## config.mk

```make
export PLATFORM = sky130hd
export DESIGN_NAME = mem_access_stage
export DESIGN_NICKNAME = d
export VERILOG_FILES = /design/src/rtl/mem_access_stage_pkg.sv /design/src/rtl/mem_lane_align.sv /design/src/rtl/mem_access_stage.sv
export SDC_FILE = /design/constraint.sdc
export NUM_CORES = 1
export LEC_CHECK = 0
export CAP_MARGIN = 20
export CORE_UTILIZATION = 47
export DETAILED_ROUTE_END_ITERATION = 8
export PLACE_DENSITY = 0.92
export SLEW_MARGIN = 10
export SYNTH_ARGS = -nofsm -noshare
export SYNTH_HDL_FRONTEND = slang
export SYNTH_SLANG_ARGS = --single-unit
```

## constraint.sdc

```tcl
create_clock -name clock -period 6.4 [get_ports clock]
set_clock_uncertainty 0.15 [all_clocks]
set_input_delay 1.92 -clock clock [delete_from_list [all_inputs] [get_ports clock]]
set_output_delay 1.92 -clock clock [all_outputs]
set_load 0.02 [all_outputs]
```

## src/rtl/mem_access_stage_pkg.sv

```systemverilog
// Shared types and constants for the MIPS memory-access pipeline stage.
package mem_access_stage_pkg;

    localparam int unsigned DATA_W           = 32;
    localparam int unsigned BE_W             = 4;
    localparam int unsigned REG_W            = 5;
    localparam int unsigned CNT_W            = 8;
    localparam int unsigned MAX_WAIT_DEFAULT = 255;

    localparam logic [1:0] SZ_BYTE = 2'b00;
    localparam logic [1:0] SZ_HALF = 2'b01;
    localparam logic [1:0] SZ_WORD = 2'b10;

    typedef enum logic {
        ST_IDLE = 1'b0,
        ST_WAIT = 1'b1
    } state_e;

endpackage

```

## src/rtl/mem_lane_align.sv

```systemverilog
// Little-endian byte-lane steering for stores and lane extraction/extension for loads.
module mem_lane_align
    import mem_access_stage_pkg::*;
(
    input  logic [1:0]        size,
    input  logic [1:0]        addr_lo,
    input  logic              is_unsigned,
    input  logic [DATA_W-1:0] regb,
    input  logic [DATA_W-1:0] rdata,
    output logic [BE_W-1:0]   be,
    output logic [DATA_W-1:0] wdata,
    output logic [DATA_W-1:0] load_data,
    output logic              misaligned
);

    logic [7:0]  byte_sel;
    logic [15:0] half_sel;

    always_comb begin
        byte_sel   = rdata[{addr_lo, 3'b000} +: 8];
        half_sel   = addr_lo[1] ? rdata[31:16] : rdata[15:0];
        be         = '0;
        wdata      = regb;
        load_data  = rdata;
        misaligned = 1'b0;
        case (size)
            SZ_BYTE: begin
                be        = BE_W'(1) << addr_lo;
                wdata     = {4{regb[7:0]}};
                load_data = is_unsigned ? {24'h0, byte_sel} : {{24{byte_sel[7]}}, byte_sel};
            end
            SZ_HALF: begin
                be         = addr_lo[1] ? 4'b1100 : 4'b0011;
                wdata      = {2{regb[15:0]}};
                load_data  = is_unsigned ? {16'h0, half_sel} : {{16{half_sel[15]}}, half_sel};
                misaligned = addr_lo[0];
            end
            // 2'b11 is treated as a word access
            default: begin
                be         = 4'b1111;
                misaligned = (addr_lo != 2'b00);
            end
        endcase
    end

endmodule

```

## src/rtl/mem_access_stage.sv

```systemverilog
// MEMORY pipeline stage: issues loads/stores over req/ready, stalls upstream while
// an access is outstanding, and registers the write-back result for WRITEBACK.
module mem_access_stage
    import mem_access_stage_pkg::*;
#(
    parameter int unsigned MAX_WAIT = MAX_WAIT_DEFAULT
) (
    input  logic              clock,
    input  logic              reset,
    input  logic [DATA_W-1:0] ex_mem_aluout,
    input  logic [DATA_W-1:0] ex_mem_regb,
    input  logic              ex_mem_readmem,
    input  logic              ex_mem_writemem,
    input  logic [1:0]        ex_mem_size,
    input  logic              ex_mem_unsigned,
    input  logic [REG_W-1:0]  ex_mem_regdest,
    input  logic              ex_mem_writereg,
    output logic              mem_stall,
    output logic [DATA_W-1:0] mem_wb_result,
    output logic [REG_W-1:0]  mem_wb_regdest,
    output logic              mem_wb_writereg,
    output logic              mem_fault,
    output logic              mem_req,
    output logic              mem_we,
    output logic [DATA_W-1:0] mem_addr,
    output logic [BE_W-1:0]   mem_be,
    output logic [DATA_W-1:0] mem_wdata,
    input  logic              mem_ready,
    input  logic [DATA_W-1:0] mem_rdata
);

    state_e              state_q,    state_d;
    logic [CNT_W-1:0]    cnt_q,      cnt_d;
    logic [DATA_W-1:0]   result_q,   result_d;
    logic [REG_W-1:0]    regdest_q,  regdest_d;
    logic                writereg_q, writereg_d;
    logic                fault_q,    fault_d;
    logic                req_q,      req_d;
    logic                we_q,       we_d;
    logic [DATA_W-1:0]   addr_q,     addr_d;
    logic [BE_W-1:0]     be_q,       be_d;
    logic [DATA_W-1:0]   wdata_q,    wdata_d;
    logic                stall_c;

    logic [BE_W-1:0]     lane_be;
    logic [DATA_W-1:0]   lane_wdata;
    logic [DATA_W-1:0]   lane_load;
    logic                lane_misaligned;
    logic                mem_op;
    logic                timeout;

    mem_lane_align u_lane_align (
        .size        (ex_mem_size),
        .addr_lo     (ex_mem_aluout[1:0]),
        .is_unsigned (ex_mem_unsigned),
        .regb        (ex_mem_regb),
        .rdata       (mem_rdata),
        .be          (lane_be),
        .wdata       (lane_wdata),
        .load_data   (lane_load),
        .misaligned  (lane_misaligned)
    );

    assign mem_op  = ex_mem_readmem | ex_mem_writemem;
    assign timeout = (cnt_q == CNT_W'(MAX_WAIT - 1));

    // Next-state, request and write-back computation
    always_comb begin
        state_d    = state_q;
        cnt_d      = cnt_q;
        result_d   = result_q;
        regdest_d  = ex_mem_regdest;
        writereg_d = 1'b0;
        fault_d    = 1'b0;
        req_d      = req_q;
        we_d       = we_q;
        addr_d     = addr_q;
        be_d       = be_q;
        wdata_d    = wdata_q;
        stall_c    = 1'b0;
        case (state_q)
            ST_IDLE: begin
                result_d = ex_mem_aluout;
                if (mem_op && lane_misaligned) begin
                    fault_d = 1'b1;
                end else if (mem_op) begin
                    stall_c = 1'b1;
                    req_d   = 1'b1;
                    we_d    = ex_mem_writemem;
                    addr_d  = {ex_mem_aluout[31:2], 2'b00};
                    be_d    = lane_be;
                    wdata_d = lane_wdata;
                    cnt_d   = '0;
                    state_d = ST_WAIT;
                end else begin
                    writereg_d = ex_mem_writereg;
                end
            end
            ST_WAIT: begin
                if (mem_ready) begin
                    req_d   = 1'b0;
                    we_d    = 1'b0;
                    state_d = ST_IDLE;
                    if (ex_mem_readmem) begin
                        result_d   = lane_load;
                        writereg_d = ex_mem_writereg;
                    end
                end else if (timeout) begin
                    // Abort: upstream is released this cycle so the op is dropped
                    req_d   = 1'b0;
                    we_d    = 1'b0;
                    fault_d = 1'b1;
                    state_d = ST_IDLE;
                end else begin
                    stall_c = 1'b1;
                    cnt_d   = cnt_q + CNT_W'(1);
                end
            end
            default: state_d = ST_IDLE;
        endcase
    end

    always_ff @(posedge clock or negedge reset) begin
        if (!reset) begin
            state_q    <= ST_IDLE;
            cnt_q      <= '0;
            result_q   <= '0;
            regdest_q  <= '0;
            writereg_q <= 1'b0;
            fault_q    <= 1'b0;
            req_q      <= 1'b0;
            we_q       <= 1'b0;
            addr_q     <= '0;
            be_q       <= '0;
            wdata_q    <= '0;
        end else begin
            state_q    <= state_d;
            cnt_q      <= cnt_d;
            result_q   <= result_d;
            regdest_q  <= regdest_d;
            writereg_q <= writereg_d;
            fault_q    <= fault_d;
            req_q      <= req_d;
            we_q       <= we_d;
            addr_q     <= addr_d;
            be_q       <= be_d;
            wdata_q    <= wdata_d;
        end
    end

    assign mem_stall       = stall_c;
    assign mem_wb_result   = result_q;
    assign mem_wb_regdest  = regdest_q;
    assign mem_wb_writereg = writereg_q;
    assign mem_fault       = fault_q;
    assign mem_req         = req_q;
    assign mem_we          = we_q;
    assign mem_addr        = addr_q;
    assign mem_be          = be_q;
    assign mem_wdata       = wdata_q;

endmodule

```

==> results.cfg, run 1 <==
[run_status]
status = complete, no violations

[setup_path]
worst-path-stages = 5
start_kind = input port
r2r_end = mem_addr[2]
r2r-start = state_q
crit_slowest_cell = clkdlybuf4s50_1
r2r_slack_ns = 3.72
worstPathMaxFanout = 6
crit_path_end_kind = output port
crit_end = mem_stall
crit_required_ns = 4.33
worstPathArrival_ns = 3.79
worstSetupStartpoint = mem_ready
crit_top_cell = clkdlybuf4s50_1
crit_chain = clkdlybuf4s50_1, nor2b_1, o21ai_0, nand2_1, clkdlybuf4s50_1
critPathKind = input port to output port
critPathMaxStageDelay_ns = 0.63
reg2reg_depth = 5
path_delay_family = buffers and inverters
crit_buf_inv = 2

[global_route]
grt-ovfl-total = 0
grt_pass1_wl_um = 25310
grt_pass1_vias = 5095
grt_use_total_pct = 28.73
grt_max_degree = 96
antenna_found_initial = 0

[min_path]
hold_path.startpoint = mem_wdata[11]
min_path_type = flip-flop to flip-flop

[detailed_routing]
vias = 4940
postRouteWirelength_um = 16830
drt-pass1-iter-count = 6
drt_iter0_markers = 343
drt.antenna.violating_nets = 0
drc = 0
vias_per_cell = 5.698
wl_per_cell_um = 19.41

[layout]
multi_input_area_um2 = 2190
antenna_cells = 0
fillers = 731
finish.utilization_pct = 74.13
regArea_um2 = 2903
layout-drive-gt1-share_pct = 11.42
nets = 826
area_growth_pct = 52.34

[floorplan]
die_h_um = 108.4
dieArea_um2 = 11750
rows = 38
core_um2 = 10940
chipWidth_um = 108.4
ios = 220
initial_core_util_pct = 48.66

[sta]
finalWorstSetupSlack_ns = 0.5380
tns_ns = 0
min_period_ns = 5.862
rsz0062_at_grt = false
tightest_slew_ns = 1.047
timing.fmax_mhz = 170.6
setup_violations = 0
period_share_pct = 91.59
slew_headroom_pct = 30.18
slew_viol_final = 0
hold_viol_final = 0

[synth]
synthArstFlopShare_pct = 100.0
yosysWarnings = 0
synth_largest_area_cell = dfrtp_1
netlist_instances = 504
netlist_top_cells_count = dfrtp_1, nand2_1, o21ai_0
synth_top_cells_by_area = dfrtp_1, mux2_2, mux2i_1
synth_edf_count = 0
synth.distinct_cells = 45
synth_ff_type = dfrtp_1
ys_ff_latch = 116
syn_avg_cell_area_um2 = 10.56
syn_area_um2 = 5321
ys_seq_area_share_pct = 54.55
netlist.area_leader.share_pct = 54.55
synth.most_common_cell = dfrtp_1

[clock_network]
cts_tree = yes
cts.sinks = 116
clk_pin_slew_ns = 0.05
ctsResizeCount = 0
clk_latency_ns = 0.41
numCtsBuffers = 17
holdBufCountCts = 0
postCtsSetupBuffers = 0
cts_buffer_depth = 2
clockRootBuffer = clkbuf_16
cts.htree.levels = 4

[power]
p_per_area_nw_per_um2 = 355.1
p_leak_nw = 3.447
peakVddDrop_v = 0.0002600

[placement]
portBuffers = 217
hpwl_um = 11510
gp_congestion = 0.8229
pre_cts_ws_ns = 0.5553

[run]
drv_cap = 0
-- worst register-to-register path, stage by stage, from the launching register on --
cell      delay, ns
dfrtp_1        0.31
buf_4          0.37
o21bai_1       0.23
nand3b_1       0.20
buf_4          0.74
mux2_2         0.57
-- through the flow --
step / power (mW) / cell area, um2 / hold slack (ns) / cells
floorplan: 1.477 / 5325 / 0.3636 / 505
global placement: 1.960 / 7560 / 0.3126 / 835
detailed placement: 1.994 / 7560 / 0.3200 / 835
CTS: 2.889 / 8107 / 0.3316 / 867
global route: 2.998 / 8107 / 0.3534 / 867
finish: 2.879 / 8107 / 0.3300 / 867
-- registers in the layout, indices dropped and copies added (netlist names) --
name / cells
mem_wb_result: 32
mem_wdata: 32
mem_addr: 30
cnt_q: 8
mem_wb_regdest: 5
mem_be: 4
mem_fault: 1
mem_req: 1
mem_wb_writereg: 1
mem_we: 1
state_q: 1
-- worst min path at each step --
stage	depth (start not counted)	slack, ns	to
3_5_place_dp	2	0.32	mem_wdata[11]
6_report	2	0.33	mem_wdata[11]
3_3_place_gp	2	0.31	mem_wdata[17]
4_1_cts	2	0.33	mem_wdata[11]
2_1_floorplan	2	0.36	cnt_q[7]
5_1_grt	2	0.35	mem_wdata[11]
-- final cells by class --
class                   instances  area share, %
inverters                      18         0.8335
flip-flops and latches        116          35.81
multi-input cells             336          27.01
clock inverters                10          1.019
clock buffers                  22          5.726
well taps                     140          2.161
repair buffers                225          27.44
-- logic make-up after synthesis --
| group | count (synthesis) | synth area share [%] |
|---|---|---|
| AOI/OAI and AO/OA | 152 | 16.88 |
| muxes | 67 | 13.78 |
| buffers and inverters | 53 | 4.373 |
| xor gates and xnor gates | 2 | 0.3292 |
| DFF | 116 | 54.55 |
| and+or+nand+nor | 111 | 9.546 |
| other | 1 | 0.07047 |
| adders and majority gates | 2 | 0.4702 |
-- metal layers --
metal  track usage [%]  up-vias  share of wire, %
li1                  -     2236                 -
met1             33.79     2421                39
met2             48.51      241                50
met3             8.077       42               7.8
met4             13.32        0               3.1
met5                 0        -                 0
-- where the power goes --
| part | total, mW | switching (mW) | internal, mW |
|---|---|---|---|
| Clock | 0.882 | 0.333 | 0.549 |
| Combinational | 0.983 | 0.500 | 0.483 |
| Sequential | 1.01 | 0.104 | 0.910 |
-- cells in the final DEF, fill, tap and decap left out, types with 2 or more instances in the layout --
| cell | count |
|---|---|
| clkdlybuf4s50_1 | 215 |
| buf_4 | 9 |
| or3_1 | 2 |
| clkbuf_16 | 17 |
| nor2_1 | 16 |
| inv_1 | 18 |
| o21ai_0 | 47 |
| mux2_2 | 40 |
| ha_1 | 2 |
| dfrtp_1 | 116 |
| a22oi_1 | 8 |
| nand3_1 | 9 |
| nand2b_1 | 3 |
| a21oi_1 | 44 |
| o211ai_1 | 2 |
| clkbuf_8 | 2 |
| xor2_1 | 2 |
| o21bai_1 | 3 |
| clkinv_2 | 6 |
| o22ai_1 | 31 |
| conb_1 | 2 |
| mux2i_1 | 26 |
| clkbuf_1 | 3 |
| nand4_1 | 2 |
| nand2_1 | 58 |
| o31ai_1 | 2 |
| and2_1 | 2 |
| or2_2 | 2 |
| nor2b_1 | 10 |
| a222oi_1 | 7 |
| clkinvlp_4 | 3 |
Note: power is estimated with default switching activity, not from simulation.
==> inputs of run 2 (changes only) <==
PLACE_DENSITY = 0.88   (was 0.92)
==> results.cfg, run 2 (same netlist as run 1, synthesis figures left out) <==
[run_status]
status = complete, no violations

[sta]
slew_headroom_pct = 31.20
min_period_ns = 5.905
period_share_pct = 92.26
slew_viol_final = 0
tns_ns = 0
rsz0062_at_grt = false
hold_slack_ns = 0.3308
finalWorstSetupSlack_ns = 0.4951
timing.fmax_mhz = 169.4
setup_violations = 0
hold_viol_final = 0
tightest_slew_ns = 1.032

[run]
drv_cap = 0

[floorplan]
dieArea_um2 = 11750
die_h_um = 108.4
ios = 220
rows = 38
core_um2 = 10940
initial_core_util_pct = 48.66
chipWidth_um = 108.4

[global_route]
grt-ovfl-total = 0
grt_pass1_wl_um = 27570
grt_max_degree = 96
grt_pass1_vias = 5302
antenna_found_initial = 0
grt_use_total_pct = 31.09

[layout]
final_cell_mix = clkdlybuf4s50_1, dfrtp_1, nand2_1
antenna_cells = 0
nets = 826
design_area_um2 = 8240
area_growth_pct = 54.86
finish.utilization_pct = 75.35
fin_cells = 867
final_common_cell = clkdlybuf4s50_1
layout-drive-gt1-share_pct = 11.55

[power]
power_mw = 3.074
p_leak_nw = 3.513
peakVddDrop_v = 0.0002428
p_per_area_nw_per_um2 = 373.0

[setup_path]
start_kind = input port
crit_slowest_cell = clkdlybuf4s50_1
crit_required_ns = 4.33
worstSetupStartpoint = mem_ready
critPathMaxStageDelay_ns = 0.63
critPathKind = input port to output port
r2r_slack_ns = 3.71
crit_path_end_kind = output port
worstPathMaxFanout = 6
reg2reg_depth = 5
crit_chain = clkdlybuf4s50_1, nor2b_1, o21ai_0, nand2_1, clkdlybuf4s50_1
crit_top_cell = clkdlybuf4s50_1
worstPathArrival_ns = 3.83
r2r_end = mem_addr[9]
r2r-start = state_q

[clock_network]
cts.htree.levels = 4
clk_latency_ns = 0.41
cts.sinks = 116
cts_buffer_depth = 2
cts_tree = yes
clk_pin_slew_ns = 0.05
ctsResizeCount = 0
holdBufCountCts = 0
numCtsBuffers = 17
postCtsSetupBuffers = 0
clockRootBuffer = clkbuf_16

[detailed_routing]
postRouteWirelength_um = 17820
drt.antenna.violating_nets = 0
wl_per_cell_um = 20.55
drc = 0
drt_iter0_markers = 424
drt-pass1-iter-count = 7
vias = 5023
vias_per_cell = 5.794

[placement]
place_area_um2 = 7552
hpwl_um = 11910
gp_congestion = 0.8543
portBuffers = 217
pre_cts_ws_ns = 0.4989
dp.cells = 834

[min_path]
worstHoldEndpoint = mem_wdata[24]
min_path_type = flip-flop to flip-flop
min_path_cells = 2
hold_path.startpoint = mem_wdata[24]
==> run 2: cell count changes in the layout (fill, tap and decap cells not counted), sizes merged <==
cell and delta:
bufinv +4, clkbuf +1, clkinv -3, clkinvlp -2
==> run 2: power by group <==
part           leakage (nW)  switching, mW  internal, mW
Clock                 0.323          0.332         0.730
Combinational          1.80          0.508         0.484
Sequential             1.39          0.108         0.910
==> run 2: critical path: cells and delay by family <==
family,cells,cell delay [ns]
buf+inv,2,1.10
simple gates,2,0.53
compound gates,1,0.29
==> run 2: worst max-delay path by stage <==
stage                     end  slack, ns  cells past startpoint
floorplan           mem_stall       1.36                      5
CTS                 mem_stall       0.50                      5
detailed placement  mem_stall       0.50                      5
global placement    mem_stall       0.63                      5
global route        mem_stall       0.34                      5
finish              mem_stall       0.50                      5
==> run 2: layer usage <==
| layer | share of wire, % | global-route usage (%) | vias up |
|---|---|---|---|
| met3 | 7.9 | 7.715 | 62 |
| met1 | 37 | 36.85 | 2447 |
| met2 | 51 | 51.67 | 276 |
| met5 | 0 | 0 | - |
| met4 | 4.2 | 17.08 | 0 |
| li1 | - | - | 2238 |
==> run 2: final cells by class <==
class / instances / area [um2]
Multi-Input combinational cell: 336 / 2190
Tap cell: 140 / 175.2
Clock buffer: 23 / 488.0
Fill cell: 702 / 2695
Inverter: 18 / 67.56
Timing Repair Buffer: 225 / 2245
Sequential cell: 116 / 2903
Clock inverter: 9 / 172.7
